`src/rtl/spi_led_ctrl.sv`:
```
// spi_led_ctrl: command controller behind spi_slave.
// Decodes 24-bit {cmd,addr,payload} frames, owns per-LED brightness registers
// (0..100), drives period-aligned PWM on the LED pins and stages read-back
// frames for the next CS transaction.
// Optional feature macro: LED_FADE_EN (level walks 1 step per PWM period
// toward its target instead of jumping straight to it).
module spi_led_ctrl #(
    parameter int unsigned NUM_LEDS = 4,
    parameter int unsigned PWM_DIV  = 1250,
    parameter logic [7:0]  CMD_WR   = 8'h01,
    parameter logic [7:0]  CMD_RD   = 8'h02
) (
    input  logic                sysclk,
    input  logic                rst_n,
    input  logic                rx_dv,
    input  logic [7:0]          i_cmd,
    input  logic [7:0]          i_addr,
    input  logic [7:0]          i_payload,
    output logic [23:0]         o_slv_frame,
    output logic                o_slv_tx_enb,
    output logic [NUM_LEDS-1:0] o_led,
    output logic                o_err,
    output logic                o_busy
);

    localparam int unsigned DIV_W    = (PWM_DIV > 1) ? $clog2(PWM_DIV) : 1;
    localparam int unsigned IDX_W    = (NUM_LEDS > 1) ? $clog2(NUM_LEDS) : 1;
    localparam int unsigned LVL_W    = 7;
    localparam int unsigned FIELD_W  = 8;
    localparam int unsigned FRAME_W  = 24;

    localparam logic [LVL_W-1:0]   LVL_MAX   = LVL_W'(100);
    localparam logic [LVL_W-1:0]   STEP_LAST = LVL_W'(99);
    localparam logic [FIELD_W-1:0] CMD_NOP   = 8'h00;
    localparam logic [DIV_W-1:0]   PRE_LAST  = DIV_W'(PWM_DIV - 1);

    typedef enum logic [2:0] {
        ST_IDLE,
        ST_DECODE,
        ST_WRITE,
        ST_READ,
        ST_ERROR
    } state_t;

    state_t               state_q;
    state_t               state_d;

    logic                 rx_dv_q;
    logic [FIELD_W-1:0]   cmd_q;
    logic [FIELD_W-1:0]   addr_q;
    logic [FIELD_W-1:0]   payload_q;

    logic [FRAME_W-1:0]   frame_q;
    logic                 tx_enb_q;
    logic                 err_q;
    logic                 busy_q;

    logic [DIV_W-1:0]     pre_q;
    logic [LVL_W-1:0]     step_q;

    logic                 frame_evt_c;
    logic                 addr_ok_c;
    logic [IDX_W-1:0]     idx_c;
    logic [LVL_W-1:0]     clamp_c;
    logic                 tick_c;
    logic                 wrap_c;
    logic                 tgt_we_c;
    logic                 rd_we_c;
    logic                 err_c;

    logic [LVL_W-1:0]     level_vec [NUM_LEDS];

    // Frame event is a rising edge of rx_dv; history resets high so a held rx_dv is ignored
    assign frame_evt_c = rx_dv & ~rx_dv_q;
    assign addr_ok_c   = (32'(addr_q) < NUM_LEDS);
    assign idx_c       = addr_q[IDX_W-1:0];
    assign clamp_c     = (payload_q > 8'd100) ? LVL_MAX : payload_q[LVL_W-1:0];

    // PWM timebase strobes: step tick and period boundary (step 99 -> 0)
    assign tick_c = (pre_q == PRE_LAST);
    assign wrap_c = tick_c && (step_q == STEP_LAST);

    // FSM state register
    always_ff @(posedge sysclk) begin
        if (!rst_n) begin
            state_q <= ST_IDLE;
        end else begin
            state_q <= state_d;
        end
    end

    // FSM next-state and per-state action strobes
    always_comb begin
        state_d  = state_q;
        tgt_we_c = 1'b0;
        rd_we_c  = 1'b0;
        err_c    = 1'b0;
        case (state_q)
            ST_IDLE: begin
                if (frame_evt_c) begin
                    state_d = ST_DECODE;
                end
            end
            ST_DECODE: begin
                if (cmd_q == CMD_NOP) begin
                    state_d = ST_IDLE;
                end else if (!addr_ok_c) begin
                    state_d = ST_ERROR;
                end else if (cmd_q == CMD_WR) begin
                    state_d = ST_WRITE;
                end else if (cmd_q == CMD_RD) begin
                    state_d = ST_READ;
                end else begin
                    state_d = ST_ERROR;
                end
            end
            ST_WRITE: begin
                tgt_we_c = 1'b1;
                state_d  = ST_IDLE;
            end
            ST_READ: begin
                rd_we_c = 1'b1;
                state_d = ST_IDLE;
            end
            ST_ERROR: begin
                err_c   = 1'b1;
                state_d = ST_IDLE;
            end
            default: begin
                state_d = ST_IDLE;
            end
        endcase
    end

    // rx_dv history and field capture on an accepted frame event
    always_ff @(posedge sysclk) begin
        if (!rst_n) begin
            rx_dv_q   <= 1'b1;
            cmd_q     <= '0;
            addr_q    <= '0;
            payload_q <= '0;
        end else begin
            rx_dv_q <= rx_dv;
            if ((state_q == ST_IDLE) && frame_evt_c) begin
                cmd_q     <= i_cmd;
                addr_q    <= i_addr;
                payload_q <= i_payload;
            end
        end
    end

    // Status outputs: busy mirrors the next state, error is a single-cycle pulse
    always_ff @(posedge sysclk) begin
        if (!rst_n) begin
            busy_q <= 1'b0;
            err_q  <= 1'b0;
        end else begin
            busy_q <= (state_d != ST_IDLE);
            err_q  <= err_c;
        end
    end

    // Read-back staging: frame only rewritten on a read; any new frame event disarms tx
    always_ff @(posedge sysclk) begin
        if (!rst_n) begin
            frame_q  <= '0;
            tx_enb_q <= 1'b0;
        end else if (rd_we_c) begin
            frame_q  <= {CMD_RD, addr_q, 1'b0, level_vec[idx_c]};
            tx_enb_q <= 1'b1;
        end else if (frame_evt_c) begin
            tx_enb_q <= 1'b0;
        end
    end

    // PWM prescaler and 0..99 step counter
    always_ff @(posedge sysclk) begin
        if (!rst_n) begin
            pre_q  <= '0;
            step_q <= '0;
        end else if (tick_c) begin
            pre_q  <= '0;
            step_q <= (step_q == STEP_LAST) ? '0 : step_q + LVL_W'(1);
        end else begin
            pre_q  <= pre_q + DIV_W'(1);
        end
    end

    for (genvar g = 0; g < NUM_LEDS; g++) begin : g_led
        logic [LVL_W-1:0] target_q;
        logic [LVL_W-1:0] level_q;
        logic             led_q;

        // Brightness target, written by a valid write command (already clamped)
        always_ff @(posedge sysclk) begin
            if (!rst_n) begin
                target_q <= '0;
            end else if (tgt_we_c && (idx_c == IDX_W'(g))) begin
                target_q <= clamp_c;
            end
        end

        // Applied level only moves at a period boundary so no runt pulses appear
        always_ff @(posedge sysclk) begin
            if (!rst_n) begin
                level_q <= '0;
            end else if (wrap_c) begin
`ifdef LED_FADE_EN
                if (level_q < target_q) begin
                    level_q <= level_q + LVL_W'(1);
                end else if (level_q > target_q) begin
                    level_q <= level_q - LVL_W'(1);
                end
`else
                level_q <= target_q;
`endif
            end
        end

        // LED drive: high while step is below the applied level
        always_ff @(posedge sysclk) begin
            if (!rst_n) begin
                led_q <= 1'b0;
            end else begin
                led_q <= (step_q < level_q);
            end
        end

        assign level_vec[g] = level_q;
        assign o_led[g]     = led_q;
    end

    assign o_slv_frame  = frame_q;
    assign o_slv_tx_enb = tx_enb_q;
    assign o_err        = err_q;
    assign o_busy       = busy_q;

endmodule

```
`config.mk`:
```
export PLATFORM = sky130hd
export DESIGN_NAME = spi_led_ctrl
export DESIGN_NICKNAME = d
export VERILOG_FILES = /design/src/rtl/spi_led_ctrl.sv
export SDC_FILE = /design/constraint.sdc
export NUM_CORES = 1
export LEC_CHECK = 0
export CAP_MARGIN = 0
export CORE_MARGIN = 1.5
export CORE_UTILIZATION = 57
export DETAILED_ROUTE_END_ITERATION = 10
export PLACE_DENSITY = 0.8
export SLEW_MARGIN = 15
export SYNTH_ARGS = -nofsm -noshare
export SYNTH_HDL_FRONTEND = slang
export SYNTH_SLANG_ARGS = --single-unit
```
`constraint.sdc`:
```
create_clock -name sysclk -period 2.77 [get_ports sysclk]
set_input_delay 0.554 -clock sysclk [delete_from_list [all_inputs] [get_ports sysclk]]
set_output_delay 0.554 -clock sysclk [all_outputs]
set_load 0.02 [all_outputs]
```
==> impl_metrics.yaml <==
route:
  wl_um: 13120
  first_pass_iters: 5
  ant_nets: 0
  drt_first_iter_violations: 226
  vias_per_cell: 5.605
  num_vias: 4602
  wire_per_inst_um: 15.98
  drc: 0
critical_path:
  regToRegSetupSlack_ns: 0.55
  rr_worst_depth: 5
  path_class: "reg2reg"
  cpPeakStageDelay_ns: 0.67
  startpoint_type: "flop"
  r2r_start: "pre_q[4]$_SDFF_PP0_"
  cp.depth: 5
  cp.buffers_inverters: 1
  endpoint: "g_led[0].level_q[0]$_SDFFE_PN0P_"
  slowest_stage: "or4b_1"
  cp-end-kind: "flop"
  crit_required_ns: 3.12
  reg2reg_to: "g_led[0].level_q[0]$_SDFFE_PN0P_"
  critPathLaunch: "pre_q[4]$_SDFF_PP0_"
  critPathArrivalTime_ns: 2.57
  worstPathCellList: "or4b_1 > or4_1 > buf_4 > nand2_1 > a21oi_1"
  cpLargestDelayFamily: "simple AND/OR/NAND/NOR gates"
  crit_fanout: 21
yosys:
  netlist.area_leader.share_pct: 44.77
  ys_seq_area_share_pct: 44.77
  synth-seq-cells: 125
  synth_most_common_cell: "nand2_1"
  syn_area_per_cell_um2: 8.692
  yosys-top-cells-count: "160 x nand2_1, 125 x dfxtp_1, 41 x a21boi_0"
  async_flop_share_pct: 0
  netlist_top_cells_area: "dfxtp_1 45%, nand2_1 11%, ha_1 6.0%"
  yosysWarnings: 0
  syn-cell-area_um2: 5589
  postSynthCellCount: 643
  synth_edf_count: 0
  ys.flop_type: "dfxtp_1"
  ys_types: 52
  synth_area_leader_cell: "dfxtp_1"
global_route:
  grt_pass1_vias: 4311
  grt_overflow_total: 0
  grt_pass1_wl_um: 21220
  grt_antenna_before_repair: 0
  grt_usage_pct: 26.94
  grt_max_degree: 40
timing:
  rsz0062_at_grt: "false"
  tns_ns: 0
  min_period_ns: 2.219
  fin_skew_ns: 0.01328
  slew_viol_final: 0
  relSlewSlack_pct: 27.59
  worst_slew_pin_slew_ns: 1.085
  fmax_mhz: 450.6
  hold_ws_ns: 0.3590
  final_hold_viol_count: 0
  fin_crit_sh_pct: 80.12
  finalSetupViolCount: 0
  timing.final.ws_setup_ns: 0.5506
place:
  place_ws_ns: 0.5791
  portBuffers: 49
  dpl.hpwl_um: 8796
  gp_congestion: 0.8459
cts:
  cts_resized: 0
  cts.htree.levels: 4
  worstSkewPairLatency_ns: 0.53
  ctsLongestPathBuffers: 2
  post_cts_buffers: 0
  clock-sinks: 125
  numCtsBuffers: 17
  clkSlewWorstSetupHoldPaths_ns: 0.06
  root_buffer: "clkbuf_8"
  cts_tree: "done"
  holdBufCountCts: 0
status:
  status: "complete, no violations"
floorplan:
  core_area_um2: 9371
  row_count: 35
  ios: 58
  start_util_pct: 59.64
  die-width_um: 102.0
  chipHeight_um: 102.0
  dieArea_um2: 10410
layout:
  nFillCells: 738
  final-seq-area_um2: 2502
  layout-drive-gt1-share_pct: 7.803
  multi_input_area_um2: 2780
  area_growth_pct: 19.30
  post-route-util_pct: 71.15
  nets: 733
  antenna_cells: 0
power_and_ir_drop:
  p_per_area_nw_per_um2: 612.3
  cellLeakagePower_nw: 2.437
  p_total_mw: 4.083
  peakVddDrop_mv: 0.3940
hold_path:
  hp-class: "in2reg"
  hold_depth: 2
flow_run:
  drv_cap: 0
## through the flow
| stage | instances | area, um^2 |
|---|---|---|
| 6_report | 821 | 6668 |
| 5_1_grt | 821 | 6668 |
| 4_1_cts | 821 | 6668 |
| 3_5_place_dp | 789 | 6102 |
| 3_3_place_gp | 789 | 6102 |
| 2_1_floorplan | 650 | 5615 |
## placed cells by master (no fill, tap or decap), types with 3 or more instances in the layout
cell type,n
and2_1,3
nor4_1,5
a31oi_1,8
a21o_1,4
clkbuf_16,16
o21ai_0,9
inv_1,26
nand2b_1,11
nor2b_1,8
nand4b_1,3
nor3_1,3
nor2_1,35
clkinv_4,4
a21boi_0,41
nand3b_1,6
a21oi_1,30
a21boi_1,3
inv_6,5
mux2i_1,15
conb_1,8
xnor2_1,9
nand3_1,9
xor2_1,4
o311a_1,4
nand4_1,8
nand2_1,160
dfxtp_1,125
ha_1,27
clkdlybuf4s50_1,48
buf_4,10
mux4_2,7
## final cells by class
cell class                 instances  share of cell area (%)
clock buffer                      17                   6.211
clock inverter                    15                   2.271
inverter                          26                   1.464
multi-input combinational        450                   41.70
sequential                       125                   37.53
tap                              129                   2.421
timing repair buffer              59                   8.407
## power by group
group          total (mW)  internal (mW)  leakage (nW)  switching, mW
sequential           1.84           1.82          1.01         0.0222
combinational       0.146         0.0681          1.15         0.0775
clock                2.10           1.22         0.274          0.882
## state kept, by name (all words and copies together) (netlist names)
register,count
state_q,3
payload_q,8
g_led.level_q,28
pre_q,11
o_busy,1
rx_dv_q,1
o_err,1
step_q,7
o_slv_frame,16
g_led.led_q,4
g_led.target_q,28
o_slv_tx_enb,1
addr_q,8
cmd_q,8
## how the worst min path moves through the flow
stage	to	slack (ns)	startpoint
2_1_floorplan	g_led[1].level_q[3]$_SDFFE_PN0P_	0.43	g_led[1].target_q[3]$_SDFFE_PN0P_
3_3_place_gp	g_led[1].target_q[0]$_SDFFE_PN0P_	0.45	g_led[1].target_q[0]$_SDFFE_PN0P_
3_5_place_dp	g_led[1].level_q[3]$_SDFFE_PN0P_	0.45	g_led[1].target_q[3]$_SDFFE_PN0P_
4_1_cts	payload_q[7]$_SDFFE_PN0P_	0.35	rst_n
5_1_grt	payload_q[7]$_SDFFE_PN0P_	0.36	rst_n
6_report	payload_q[7]$_SDFFE_PN0P_	0.36	rst_n
## cells by family (layout without fill, tap and decap cells)
kind of cell,after synthesis,count (layout),share of synthesized area [%]
simple gates,268,268,21.85
flops,125,125,44.77
compound gates,112,112,13.54
buf+inv,75,117,6.178
fa+ha+maj,27,27,6.044
mux,22,22,5.507
xor+xnor,13,13,2.037
other cells,1,8,0.06709
## metal layers
layer / routed length, um / part of all wire [%] / track usage (%) / vias to the layer above
met5: 0 / 0 / 0 / -
met4: 356 / 2.7 / 11.91 / 0
met3: 755 / 5.8 / 7.387 / 37
met2: 6217 / 47 / 42.38 / 139
met1: 5790 / 44 / 34.79 / 2191
li1: - / - / - / 2235
No activity file was read; power rests on OpenSTA's default activity.
